<file path="src/rtl/div_int_ctrl.sv">
// Request/response sequencer for the free-running div_int_u divider: magnitude
// operands in, fixed wait window, signed fixup, divide-by-zero/overflow flags out.
module div_int_ctrl #(
    parameter int WAIT_CYCLES = 130,
    parameter int CNT_W       = 8
) (
    input  logic        clk,
    input  logic        rst_n,
    input  logic        req_valid,
    output logic        req_ready,
    input  logic        req_signed,
    input  logic [63:0] req_dnd,
    input  logic [31:0] req_der,
    output logic [63:0] div_dnd,
    output logic [31:0] div_der,
    input  logic [31:0] div_quo,
    input  logic [31:0] div_rem,
    input  logic        div_err,
    output logic        rsp_valid,
    input  logic        rsp_ready,
    output logic [31:0] rsp_quo,
    output logic [31:0] rsp_rem,
    output logic        rsp_dz,
    output logic        rsp_ovf
);

    typedef enum logic [1:0] {IDLE, RUN, DONE} state_t;

    state_t           state;
    logic [CNT_W-1:0] cnt;
    logic             dn;
    logic             sn;
    logic             sgn;

    logic             acc_dn;
    logic             acc_sn;
    logic [63:0]      acc_ma;
    logic [31:0]      acc_mb;
    logic             acc_dz;
    logic             acc_pov;

    // The divider's own error flag is superseded by the precheck below.
    logic             unused_err;
    assign unused_err = div_err;

    function automatic logic [31:0] neg_if(input logic neg, input logic [31:0] v);
        return neg ? (~v + 32'd1) : v;
    endfunction

    function automatic logic quo_ovf(input logic ng, input logic is_signed,
                                     input logic [31:0] q);
        return (ng && (q > 32'h8000_0000)) || (!ng && is_signed && q[31]);
    endfunction

    // Magnitudes fit unsigned in the same width, so -2^63 / -2^31 need no extra bit.
    always_comb begin
        acc_dn  = req_signed & req_dnd[63];
        acc_sn  = req_signed & req_der[31];
        acc_ma  = acc_dn ? (~req_dnd + 64'd1) : req_dnd;
        acc_mb  = acc_sn ? (~req_der + 32'd1) : req_der;
        acc_dz  = (acc_mb == 32'd0);
        acc_pov = (acc_ma[63:32] >= acc_mb);
    end

    always_ff @(posedge clk) begin
        if (!rst_n) begin
            state     <= IDLE;
            cnt       <= '0;
            dn        <= 1'b0;
            sn        <= 1'b0;
            sgn       <= 1'b0;
            req_ready <= 1'b1;
            rsp_valid <= 1'b0;
            rsp_quo   <= 32'd0;
            rsp_rem   <= 32'd0;
            rsp_dz    <= 1'b0;
            rsp_ovf   <= 1'b0;
            div_dnd   <= 64'd0;
            div_der   <= 32'd0;
        end else begin
            case (state)
                IDLE: begin
                    if (req_valid) begin
                        dn        <= acc_dn;
                        sn        <= acc_sn;
                        sgn       <= req_signed;
                        req_ready <= 1'b0;
                        if (acc_dz || acc_pov) begin
                            state     <= DONE;
                            rsp_valid <= 1'b1;
                            rsp_quo   <= 32'd0;
                            rsp_rem   <= 32'd0;
                            rsp_dz    <= acc_dz;
                            rsp_ovf   <= acc_pov & ~acc_dz;
                        end else begin
                            state   <= RUN;
                            cnt     <= '0;
                            div_dnd <= acc_ma;
                            div_der <= acc_mb;
                        end
                    end
                end
                RUN: begin
                    cnt <= cnt + 1'b1;
                    // Window long enough for the divider to sample and publish these operands.
                    if (cnt == CNT_W'(WAIT_CYCLES - 1)) begin
                        state     <= DONE;
                        rsp_valid <= 1'b1;
                        rsp_quo   <= neg_if(dn ^ sn, div_quo);
                        rsp_rem   <= neg_if(dn, div_rem);
                        rsp_dz    <= 1'b0;
                        rsp_ovf   <= quo_ovf(dn ^ sn, sgn, div_quo);
                    end
                end
                DONE: begin
                    if (rsp_ready) begin
                        state     <= IDLE;
                        rsp_valid <= 1'b0;
                        req_ready <= 1'b1;
                    end
                end
                default: begin
                    state     <= IDLE;
                    req_ready <= 1'b1;
                    rsp_valid <= 1'b0;
                end
            endcase
        end
    end

endmodule

</file>
<file path="config.mk">
export PLATFORM = sky130hd
export DESIGN_NAME = div_int_ctrl
export DESIGN_NICKNAME = d
export VERILOG_FILES = /design/src/rtl/div_int_ctrl.sv
export SDC_FILE = /design/constraint.sdc
export NUM_CORES = 1
export LEC_CHECK = 0
export CORE_MARGIN = 4
export CORE_UTILIZATION = 48
export CTS_CLUSTER_SIZE = 40
export DETAILED_ROUTE_END_ITERATION = 8
export MAX_ROUTING_LAYER = met4
export PLACE_DENSITY = 0.87
export SYNTH_ARGS = -nofsm -noshare
export SYNTH_HDL_FRONTEND = slang
export SYNTH_SLANG_ARGS = --single-unit
</file>
<file path="constraint.sdc">
create_clock -name clk -period 5.7 [get_ports clk]
set_input_delay 0.855 -clock clk [delete_from_list [all_inputs] [get_ports clk]]
set_output_delay 0.855 -clock clk [all_outputs]
set_load 0.005 [all_outputs]
</file>
==> results by group <==
Clock tree
  • Number of buffers created by CTS: 17
  • Clock latency on the worst-skew pair: 0.44 ns
  • H-tree lvl count: 4
  • Clock sink total: around 180
  • Clock slew seen by the registers of the worst setup and hold paths: ~0.080 ns
  • CTS tree: yes
  • Buffer type at the clock tree root: clkbuf_16
  • Worst-case clock buffer depth: 2
  • Number of buffers inserted for hold repair after clock tree synthesis: 0

Timing
  • Fin worst setup slack: around 0.22 ns
  • Worst-Margin Slew: 1.12 ns
  • Number of pins exceeding their max-slew limit in the final report: 0
  • Min Clock Period, post-route: 5.48 ns
  • Final worst clock skew: 0.0149 ns
  • Number of endpoints with negative hold slack in the final report: 0
  • Final cycle utilization of the critical path: 96.2%
  • Setup Total Neg Slack: 0 ns
  • F_max: 0.182 GHz
  • Endpoints failing setup: 0
  • Tightest slew margin relative to the limit: 24.8%

Critical path
  • Element type at the critical path end: flop
  • Required time of the critical path: 6.03 ns
  • Maximum fanout count along the critical path: 18
  • Startpoint class of the critical path: input port
  • Family of cells with the greatest summed delay on the critical path: compound AO/OA/AOI/OAI gates
  • Highest-delay cell along the critical path: or4_1
  • Data arrival time of the worst path: 5.82 ns
  • Buffers & Inverters on Critical Path: 6
  • Critical path's most frequent cell: buf_4
  • Critical path, cell by cell: clkdlybuf4s50_1 -> or4_1 -> or4_1 -> nor4b_2 -> buf_4 -> buf_4 -> nand2_1 -> o31ai_2 -> xnor2_1 -> ha_1 -> a21o_1 -> a21oi_1 -> nor2b_1 -> a311oi_1 -> o211a_1 -> o21ai_1 -> buf_4 -> a21oi_4 -> buf_12 -> buf_6 -> a21oi_1 -> a211oi_1
  • Critical setup path kind: input port to flop
  • Slowest cell delay on critical path: 0.58 ns
  • Logic depth of the worst register-to-register path: 6
  • Worst path depth: 22

Floorplan
  • Top-Level Pins: 330
  • Initial standard-cell utilization of the core: between 40% and 50%
  • Die area: about 26000 um^2
  • Std-Cell Core Area: ~23000 um^2
  • Die span in x: 160 um
  • Row count: 55
  • Die H: ~160 um

Synthesis
  • Count of distinct cell types in the synthesized netlist: 60
  • Number of synthesized flops with an enable pin: 0
  • Mapped Nets: 1604
  • Async set or reset register ratio after synthesis: 0%
  • Sequential-to-total area share from yosys stat: between 30% and 40%
  • Library cell with the largest summed area after synthesis: dfxtp_1
  • Most common flop cell mapped by yosys: dfxtp_1
  • Synthesized area per cell: 7.94 um^2
  • Post-Syn Area: 11100 um^2
  • Area contributors post-synth: dfxtp_1, a21oi_1, xnor2_1
  • Synth top area share: 31.9%
  • Number of instances in the synthesized netlist: 1399
  • Synth Register Bits: 177
  • Number of warning messages in the yosys log: 0

Global route
  • Number of global-route vias before repair: around 12000
  • Remaining global-route overflow: 0
  • Global-route wire length before repair: approximately 64000 um
  • Antenna violations before repair: 1
  • Pin count of the biggest net entering global routing: between 70 and 80
  • Total routing usage reported by global routing: between 30% and 40%

Drt
  • Final wirelength: 40700 um
  • Drt wl/cell: 19.9 um
  • Drt pass-1 iters: 9
  • Antenna viol nets, final: 0
  • Iteration-0 DRC Markers: 1211
  • Drt via density: 6.07
  • DRC violation count after routing: 0
  • Vias: 12397

Placed design
  • Detailed Place HPWL: 30300 um
  • Buffers added on ports: 328
  • Pre-CTS setup slack: -0.335 ns
  • Final GP Congestion: 0.987
  • Instance count after placement with tap cells included: 2007

Power and ir drop
  • Static leakage power: 5.78 nW
  • Pwr per Cell Area: 261 nW/um^2
  • Max IR drop VDD: approximately 0.00017 V
  • Total power: 4.14 mW

Worst hold path
  • Worst hold path type: flop to flop
  • Cells on Worst Hold Path: 2

Cells and area
  • Cell Count, Final, Fillers Out: around 2000
  • Fraction of final layout cells sized beyond drive strength 1: 9.23%
  • Syn-to-layout area delta: 43.0%
  • Utilization of the core after routing: 69.9%
  • Number of nets in the finished design: 1949
  • Filler cell count in the final layout: between 1500 and 2000

Outcome
  • Run status: completed

Job
  • Max Cap Violations: 0
[area by class of cell]
class	instances	area (um^2)	share of cell area, %
clock buffer	18	429	2.70
antenna	1	2.50	0.0158
clock inverter	13	174	1.10
tap	285	357	2.25
sequential	177	3540	22.3
multi-input combinational	1102	7140	45.0
timing repair buffer	424	4150	26.1
inverter	22	83.8	0.528
[state kept, by name (all words and copies together), names as in the netlist]
name,flops
cnt,8
div_der,32
div_dnd,64
dn,1
req_ready,1
rsp_dz,1
rsp_ovf,1
rsp_quo,32
rsp_rem,32
rsp_valid,1
sgn,1
sn,1
state,2
[synth_stat cells, types with 8 or more instances]
library cell,n
a211oi_1,60
a21o_1,13
a21oi_1,161
a31oi_1,8
and2_1,13
and3_1,12
buf_2,19
clkbuf_1,74
dfxtp_1,177
ha_1,39
inv_1,21
mux2i_1,40
nand2_1,138
nand2b_1,10
nand3_1,28
nand4_1,22
nor2_1,74
nor3_1,92
nor4_1,13
o211ai_1,8
o21ai_0,68
o22ai_1,19
o31ai_1,29
o41ai_1,12
or3_1,17
or4_1,17
xnor2_1,76
xor2_1,72
[worst reg2reg max path, cell delays in order, from the launching register on]
cell     delay, ns
dfxtp_1       0.41
ha_1          0.18
nand4_1       0.14
a21oi_1       0.23
o21a_1        0.53
nand3_1       0.72
o22ai_1       0.38
[timing repair]
action,CTS,global route
endpoints found under the setup margin,0,153
gates resized for setup,0,12
buffers inserted,0,2
[cells in the final DEF (no fill, tap or decap), types with 5 or more instances in the layout]
cell type        count
nand4_1             22
a21o_1              13
or4_1               17
o41ai_1             12
mux2i_1             40
nor4_1              13
buf_12              10
ha_1                39
or2_2                6
a41oi_1              5
o21ai_0             66
a21oi_1            160
or3_1               17
a32o_1               6
clkbuf_16           18
and2_1              13
nor2b_1              5
inv_1               21
o21a_1               5
clkdlybuf4s50_1    327
nand3_1             27
buf_4               83
nand2_1            138
xnor2_1             76
a31oi_1              8
xor2_1              72
nand2b_1            10
o22ai_1             19
o211ai_1             8
nor3_1              91
a211oi_1            56
nor2_1              71
dfxtp_1            177
and3_1              12
o31ai_1             27
[layer usage]
metal  wire, um  GRT usage, %  part of all wire, %  vias up
met1      15800          36.0                   39     5786
li1           -             -                    -     5803
met2      19500          51.3                   48      678
met3       3620          6.74                  8.9      130
met4       1810          14.3                  4.5        0
met5          0             -                    0        -
[power breakdown]
group | leakage, nW | internal [mW] | switching [mW]
combinational | 4.05 | 0.710 | 0.746
sequential | 1.45 | 1.37 | 0.0891
clock | 0.287 | 0.664 | 0.560
total | 5.78 | 2.74 | 1.40
[metrics by stage]
step / hold WS [ns] / instance area, um^2
after global routing: 0.478 / 15900
after global placement: 0.443 / 15200
after detailed placement: 0.451 / 15200
after CTS: 0.462 / 15800
after floorplan: 0.436 / 11100
final: 0.462 / 15900
[worst paths after layout]
check,start,endpoint,slack [ns]
worst max register to register,cnt[0],rsp_quo[30],3.01
worst min-delay path,rsp_rem[28],rsp_rem[28],0.46
worst min register to register,rsp_rem[28],rsp_rem[28],0.46
worst max-delay path,req_dnd[21],div_der[17],0.22
[kinds of logic after synthesis]
group / count (synthesis) / share of synthesized area (%)
XOR/XNOR: 148 / 11.7
adder cells (fa/ha/maj): 39 / 4.39
flip-flops: 177 / 31.9
AO/OA/AOI/OAI: 409 / 22.8
buffers and inverters: 120 / 4.44
multiplexers: 42 / 3.81
AND/OR/NAND/NOR: 464 / 21.0
No activity file was read; power rests on OpenSTA's default activity.
